--- src/rtl/decode_stage.sv ---
// decode_stage: IF/ID pipeline register, RV32I control/immediate decode and
// a 32x32 register file with write-through bypass from the Writeback stage.
module decode_stage #(
  parameter logic [31:0] NOP_INSTR = 32'h00000013,
  parameter logic [31:0] RESET_PC  = 32'h00000000
) (
  input  logic        clk,
  input  logic        rst,
  input  logic        StallD,
  input  logic        FlushD,
  input  logic [31:0] InstrF,
  input  logic [31:0] PCF,
  input  logic [31:0] PCPlus4F,
  input  logic        RegWriteW,
  input  logic [4:0]  RdW,
  input  logic [31:0] ResultW,
  output logic [31:0] RD1D,
  output logic [31:0] RD2D,
  output logic [31:0] ImmExtD,
  output logic [4:0]  Rs1D,
  output logic [4:0]  Rs2D,
  output logic [4:0]  RdD,
  output logic [31:0] PCD,
  output logic [31:0] PCPlus4D,
  output logic        RegWriteD,
  output logic        MemWriteD,
  output logic        JumpD,
  output logic        BranchD,
  output logic        ALUSrcD,
  output logic [1:0]  ResultSrcD,
  output logic [2:0]  ALUControlD
);

  localparam logic [6:0] OP_LW   = 7'b0000011;
  localparam logic [6:0] OP_SW   = 7'b0100011;
  localparam logic [6:0] OP_R    = 7'b0110011;
  localparam logic [6:0] OP_IALU = 7'b0010011;
  localparam logic [6:0] OP_BEQ  = 7'b1100011;
  localparam logic [6:0] OP_JAL  = 7'b1101111;

  localparam logic [2:0] ALU_ADD = 3'b000;
  localparam logic [2:0] ALU_SUB = 3'b001;
  localparam logic [2:0] ALU_AND = 3'b010;
  localparam logic [2:0] ALU_OR  = 3'b011;
  localparam logic [2:0] ALU_XOR = 3'b100;
  localparam logic [2:0] ALU_SLT = 3'b101;

  typedef enum logic [2:0] {IMM_NONE, IMM_I, IMM_S, IMM_B, IMM_J} imm_sel_e;

  logic [31:0] instr_q, pc_q, pcp4_q;
  logic [31:0] rf_q [32];
  logic        wb_active;
  imm_sel_e    imm_sel;
  logic        alu_by_funct3;
  logic        sub_allowed;

  // IF/ID register: reset and flush both inject a NOP, flush beats stall
  always_ff @(posedge clk) begin
    if (rst || FlushD) begin
      instr_q <= NOP_INSTR;
      pc_q    <= RESET_PC;
      pcp4_q  <= RESET_PC;
    end else if (!StallD) begin
      instr_q <= InstrF;
      pc_q    <= PCF;
      pcp4_q  <= PCPlus4F;
    end
  end

  // Register file write port; x0 is never written so it stays zero
  always_ff @(posedge clk) begin
    if (rst) begin
      for (int i = 0; i < 32; i++) rf_q[i] <= '0;
    end else if (RegWriteW && (RdW != 5'd0)) begin
      rf_q[RdW] <= ResultW;
    end
  end

  assign Rs1D     = instr_q[19:15];
  assign Rs2D     = instr_q[24:20];
  assign RdD      = instr_q[11:7];
  assign PCD      = pc_q;
  assign PCPlus4D = pcp4_q;

  // A write landing this cycle is forwarded so decode never sees stale data
  assign wb_active = RegWriteW && (RdW != 5'd0);
  assign RD1D = (wb_active && (RdW == Rs1D)) ? ResultW :
                (Rs1D == 5'd0) ? 32'd0 : rf_q[Rs1D];
  assign RD2D = (wb_active && (RdW == Rs2D)) ? ResultW :
                (Rs2D == 5'd0) ? 32'd0 : rf_q[Rs2D];

  // Main control decode from the opcode
  always_comb begin
    RegWriteD     = 1'b0;
    MemWriteD     = 1'b0;
    JumpD         = 1'b0;
    BranchD       = 1'b0;
    ALUSrcD       = 1'b0;
    ResultSrcD    = 2'b00;
    imm_sel       = IMM_NONE;
    alu_by_funct3 = 1'b0;
    sub_allowed   = 1'b0;
    case (instr_q[6:0])
      OP_LW: begin
        RegWriteD  = 1'b1;
        ALUSrcD    = 1'b1;
        ResultSrcD = 2'b01;
        imm_sel    = IMM_I;
      end
      OP_SW: begin
        MemWriteD = 1'b1;
        ALUSrcD   = 1'b1;
        imm_sel   = IMM_S;
      end
      OP_R: begin
        RegWriteD     = 1'b1;
        alu_by_funct3 = 1'b1;
        sub_allowed   = 1'b1;
      end
      OP_IALU: begin
        RegWriteD     = 1'b1;
        ALUSrcD       = 1'b1;
        imm_sel       = IMM_I;
        alu_by_funct3 = 1'b1;
      end
      OP_BEQ: begin
        BranchD = 1'b1;
        imm_sel = IMM_B;
      end
      OP_JAL: begin
        JumpD      = 1'b1;
        RegWriteD  = 1'b1;
        ResultSrcD = 2'b10;
        imm_sel    = IMM_J;
      end
      default: ;
    endcase
  end

  // ALU operation select; only R-type may turn funct3=000 into a subtract
  always_comb begin
    ALUControlD = ALU_ADD;
    if (BranchD) begin
      ALUControlD = ALU_SUB;
    end else if (alu_by_funct3) begin
      case (instr_q[14:12])
        3'b000:  ALUControlD = (sub_allowed && instr_q[30]) ? ALU_SUB : ALU_ADD;
        3'b010:  ALUControlD = ALU_SLT;
        3'b100:  ALUControlD = ALU_XOR;
        3'b110:  ALUControlD = ALU_OR;
        3'b111:  ALUControlD = ALU_AND;
        default: ALUControlD = ALU_ADD;
      endcase
    end
  end

  // Immediate extraction, sign-extended from bit 31
  always_comb begin
    ImmExtD = 32'd0;
    case (imm_sel)
      IMM_I:   ImmExtD = {{20{instr_q[31]}}, instr_q[31:20]};
      IMM_S:   ImmExtD = {{20{instr_q[31]}}, instr_q[31:25], instr_q[11:7]};
      IMM_B:   ImmExtD = {{20{instr_q[31]}}, instr_q[7], instr_q[30:25],
                          instr_q[11:8], 1'b0};
      IMM_J:   ImmExtD = {{12{instr_q[31]}}, instr_q[19:12], instr_q[20],
                          instr_q[30:21], 1'b0};
      default: ImmExtD = 32'd0;
    endcase
  end

endmodule

--- config.mk ---
export PLATFORM = sky130hd
export DESIGN_NAME = decode_stage
export DESIGN_NICKNAME = d
export VERILOG_FILES = /design/src/rtl/decode_stage.sv
export SDC_FILE = /design/constraint.sdc
export NUM_CORES = 2
export LEC_CHECK = 0
export BUFFER_PORTS_ARGS = -buffer_cell sky130_fd_sc_hd__buf_2
export CAP_MARGIN = 20
export CORE_MARGIN = 2
export CORE_UTILIZATION = 55
export CTS_CLUSTER_SIZE = 28
export DETAILED_ROUTE_END_ITERATION = 6
export PLACE_DENSITY_LB_ADDON = 0.3
export SYNTH_ARGS = -nofsm -noshare
export SYNTH_HDL_FRONTEND = slang
export SYNTH_SLANG_ARGS = --single-unit
--- constraint.sdc ---
create_clock -name clk -period 3.4 [get_ports clk]
set_input_delay 0.68 -clock clk [delete_from_list [all_inputs] [get_ports clk]]
set_output_delay 0.68 -clock clk [all_outputs]
set_load 0.1 [all_outputs]
# [After elaboration in Yosys (flattened, before gate mapping)]
# Memory sizes are Yosys's and may differ from the RTL's. A register that Yosys moved wholly into a read port is not among the register bits.
# Index checks and enable logic that the tools add are counted.
[op_classes] addsub=0 multipliers=0 n_div=0 magnitude_cmp=0 n_eq_ne=16 n_shift=0 muxes=30 bitwise=0 n_reduce_logical=14
[ops] cell="32-bit 2-to-1 mux" n=5
[ops] cell="32-bit one-hot mux with 4 select lines" n=1
[ops] cell="32-bit OR reduction" n=1
[ops] cell="5-bit 2-to-1 mux" n=5
[ops] cell="3-bit one-hot mux with 5 select lines" n=1
[ops] cell="7-bit by 6-bit equality test with 1-bit output (second input constant)" n=2
[ops] cell="7-bit equality test (second input constant)" n=2
[ops] cell="1-bit 2-to-1 mux" n=14
[ops] cell="3-bit equality test (second input constant)" n=4
[ops] cell="3-bit one-hot mux with 4 select lines" n=1
[ops] cell="5-bit equality test" n=2
[ops] cell="5-bit zero test" n=2
[ops] cell="3-bit by 2-bit equality test with 1-bit output (second input constant)" n=3
[ops] cell="7-bit by 2-bit equality test with 1-bit output (second input constant)" n=1
[ops] cell="7-bit by 5-bit equality test with 1-bit output (second input constant)" n=1
[ops] cell="3-bit 2-to-1 mux" n=2
[ops] cell="5-bit nonzero test" n=1
[ops] cell="1-bit logical AND" n=4
[ops] cell="2-bit one-hot mux with 2 select lines" n=1
[ops] cell="2-bit OR reduction" n=2
[ops] cell="4-bit OR reduction" n=1
[ops] cell="3-bit by 1-bit equality test with 1-bit output (second input constant)" n=1
[ops] cell="3-bit zero test" n=1
[ops] cell="3-bit OR reduction" n=1
[ops] cell="1-bit logical OR" n=1
[word_totals] ff_bits=96 latchBits=0 ram_bits=1024 rom_bits=0 inputBits=138 out_inout_bits=185 elab_cells=64 memories=1
[memory_table] memory="rf_q" words=32 width=32 read_ports=2 rd_ports_with_merged_regs=2 write_ports=32 line="51" text="logic [31:0] rf_q [32];"

# [Depth between registers and ports, before layout]
[logic_depth] depth_word=7 mapped_depth=10 mapped_depth_nobuf=5

# [Worst setup path before layout]
# OpenSTA, ideal clock, no wires.
[synth_path] path_kind="register to output" from="register instr_q[2]" to="output port ImmExtD[21]" arrival_ns=3.659 required_ns=2.720 setup_slack_ns=-0.939 path_stages_with_launch=8 n_path_buf=2 cell_sequence="dfxtp_1 > or3_1 > or2_2 > clkbuf_1 > nor2_1 > a21oi_1 > nor2b_1 > buf_4"
[synth_between] elab_chain_cells=5 word_cells_on_any_way=12 classes_between="eq/ne: 9; mux: 2; reduce/logical: 1"
[synth_lines] element="start: declaration" line="50" text="logic [31:0] instr_q, pc_q, pcp4_q;"
[synth_lines] element="start signal: assignment" line="64" text="instr_q <= InstrF;"
[synth_lines] element="7-bit by 5-bit equality test with 1-bit output / 7-bit by 2-bit equality test with 1-bit output (equally long branches)" line="103" text="case (instr_q[6:0])"
[synth_lines] element="2-bit OR reduction (no line)"
[synth_lines] element="3-bit one-hot mux with 4 select lines *" line="103"
[synth_lines] element="3-bit equality test, or another cell as far along" line="160" text="case (imm_sel)"
[synth_lines] element="32-bit one-hot mux with 4 select lines *" line="160"
[synth_lines] element="end: declaration" line="19" text="output logic [31:0] ImmExtD,"
# Mark *: on every way between the ends. The rest lies on a longest branch, timed or not.

==> results.json <==
{
  "outcome": "finished with violations",
  "violations": "setup timing",
  "top_usage_layer": "met2",
  "start_kind": "flop",
  "multiInputGateArea_sq_mm": 0.02679,
  "cap_viol_max_count": 0,
  "power_density_mw_per_mm2": 468.0,
  "use_met1_pct": 48.08,
  "p_leak_nw": 26.07,
  "critPathMaxStageDelay_ps": 510,
  "gr-usage-met2_pct": 58.51,
  "root_buffer": "clkbuf_16",
  "required_ps": 2720,
  "die-area_sq_mm": 0.1108,
  "fin_crit_sh_pct": 113.8,
  "final_layout_size_suffix_gt1_share_pct": 40.39,
  "dp.cells": 5768,
  "worst_slack_ps": -467.8,
  "avgSynthCellArea_sq_um": 14.62,
  "cts_hold_repair.buffers": 0,
  "grt_pass1_wl_um": 311700,
  "switchingPower_w": 0.009745,
  "die_w_um": 332.9,
  "clk_transition_reported_paths_ps": 70,
  "tightest_slew_ps": 816.7,
  "critPathBufInv": 7,
  "grt_max_degree": 79,
  "routed_wl_um": 224600,
  "drt_iter0_markers": 8224,
  "crit_slowest_cell": "mux4_2",
  "grt.total_usage_pct": 39.91,
  "p_seq_share_pct": 46.6,
  "ant_nets": 0,
  "relSlewSlack_pct": 45.55,
  "seqCellArea_sq_mm": 0.03292,
  "crit_family": "buffers and inverters",
  "fp.coreArea_sq_mm": 0.1072,
  "combPwrFrac_pct": 16.8,
  "netlist_instances": 4070,
  "fill_cells": 6698,
  "hold_viol": 0,
  "cts_sinks": 1130,
  "p_int_w": 0.02526,
  "dr.pass1.iters": 6,
  "cts_tree": "built",
  "grt_pass1_vias": 43000,
  "setup_viol": 64,
  "dp_hpwl_um": 137400,
  "swShare_pct": 27.84,
  "yosysWarnings": 0,
  "pwr-share-clk_pct": 36.5,
  "ys.flop_type": "edfxtp_1",
  "slew_viol_final": 0,
  "cp_common_cell": "buf_12",
  "arrival_ps": 3190,
  "finClkSkew_ps": 8.163,
  "critPathMaxFanout": 7,
  "syn-cell-area_sq_mm": 0.05949,
  "die_h_um": 332.9,
  "r2r_setup_slack_ps": 2300,
  "nNetsFinal": 4765,
  "rsz0062_at_grt": "yes",
  "critPathKind": "flop to output pin",
  "holdWs_ps": 163.7,
  "synthArstFlopShare_pct": 0,
  "grt_overflow_total": 0,
  "crit_chain": "buf_12 > buf_12 > buf_12 > buf_8 > buf_6 > mux4_2 > o22ai_2 > buf_6 > nor3_4 > a22o_2 > buf_12",
  "synth_edf_count": 1024,
  "fp-row-count": 120,
  "clock_latency_ps": 720,
  "numCtsBuffers": 116,
  "syn_to_final_growth_pct": 25.70,
  "use_met3_pct": 19.29,
  "hold_class": "input port to flop",
  "gp_congestion": 0.9924,
  "fmax_ghz": 0.2585,
  "layout_min_cycle_time_ps": 3868,
  "avgRoutedWirePerCell_um": 36.58,
  "cts_max_path_buffers": 3,
  "final_cells": 6140,
  "viasPerCell": 7.154,
  "synthDistinctLibCells": 49,
  "io_buffer_count": 322,
  "start_util_pct": 55.49,
  "htreeDepth": 3,
  "vias": 43923,
  "remaining_drc_errors": 0,
  "critPathCaptureType": "output pin",
  "antenna_found_initial": 18,
  "ios": 323,
  "vdd_drop_max_mv": 0.4848,
  "synth-seq-cells": 1130,
  "synth-seq-area-share_pct": 55.25
}
-- per-stage QoR --
stage               cell area [sq um]  setup TNS, ps  util, %  total power [W]  setup slack [ps]
detailed placement              66210          -1537    61.76          0.02158            -252.3
global placement                66210          -1066    61.76          0.02148            -225.0
finish                          74780         -21990    69.76          0.03500            -467.8
global route                    74760         -23790    69.74          0.03555            -493.9
CTS                             73750         -20790    68.79          0.03449            -447.9
floorplan                       59690          -1011        -          0.01941            -144.9
-- synthesized netlist by cell type, types with 39 or more instances --
master       n  area, sq um
o22ai_1    116        725.7
mux2i_1    204         2042
clkbuf_1   290         1089
o211ai_1    55        412.9
and2_1     994         6218
nor3_1      53        265.3
a22o_1      54        473.0
dfxtp_1    106         2122
buf_2       73        365.4
o21ai_0     39        195.2
edfxtp_1  1024        30750
buf_4       54        405.4
nor2_1     154        578.1
mux4_2     512        11530
-- final cells by class --
cell class | instances | share of cell area, %
well taps | 1403 | 2.347
flip-flops and latches | 1130 | 44.02
clock buffers | 142 | 4.196
multi-input cells | 2524 | 35.83
clock inverters | 75 | 0.8148
repair buffers | 854 | 12.75
diodes | 11 | 0.03681
inverters | 1 | 0.005019
-- power groups by stage --
stage	Sequential, W	Clock [W]	Combinational [W]
finish	0.0163	0.0128	0.00590
global placement	0.0165	0	0.00497
floorplan	0.0166	0	0.00285
CTS	0.0163	0.0127	0.00554
global route	0.0164	0.0132	0.00594
detailed placement	0.0166	0	0.00501
-- final timing paths --
path	startpoint	to	cells past startpoint
hold reg to reg	PCPlus4D[16]	PCPlus4D[16]	2
setup reg to reg	instr_q[23]	flop	2
setup / recovery	flop	RD1D[26]	11
hold / removal	InstrF[4]	instr_q[4]	3
-- layout by cell type (no fill, tap or decap), types with 23 or more instances in the layout --
master,Yosys,final
nand2_1,37,37
or2_2,33,33
edfxtp_1,1024,1024
buf_16,0,33
dfxtp_1,106,91
buf_6,10,58
a22o_2,0,27
mux2i_1,204,153
mux2i_4,0,25
and2_1,994,993
mux4_2,512,512
mux2i_2,0,26
conb_1,1,32
o21ai_0,39,37
nor2_4,0,23
o211ai_1,55,55
clkbuf_16,0,123
clkinv_2,0,26
buf_2,73,230
buf_12,0,196
nor2_1,154,120
buf_4,54,303
nor3_1,53,39
o22ai_2,0,56
clkinv_1,0,28
o22ai_1,116,43
-- state kept, by name (all words and copies together) (netlist names), named ones only --
register  flops
instr_q      32
rf_q       1024
PCPlus4D     32
PCD          32
-- worst min-delay path, stage by stage --
cell	delay, ps
buf_2	70
mux2i_1	50
nand2_1	60
-- repair_timing --
| item | CTS | global route |
|---|---|---|
| setup endpoints to repair | 95 | 90 |
| resized for setup | 411 | 154 |
| pin swaps | 90 | 68 |
| buffers inserted | 85 | 40 |
| gates cloned | 35 | 4 |
-- logic make-up after synthesis --
logic type / Yosys count / share of synthesized area (%)
and+or+nand+nor: 1363 / 13.50
buffers and inverters: 447 / 3.441
AOI/OAI and AO/OA: 402 / 4.827
DFF: 1130 / 55.25
xor gates and xnor gates: 11 / 0.1619
other: 1 / 0.006303
muxes: 716 / 22.81
-- per-layer routing --
layer,vias to the layer above,part of all wire [%]
met5,-,0.13
met4,18,6.8
met3,1000,18
met2,4311,44
met1,21794,31
li1,16800,-
Note: power is estimated with default switching activity, not from simulation.
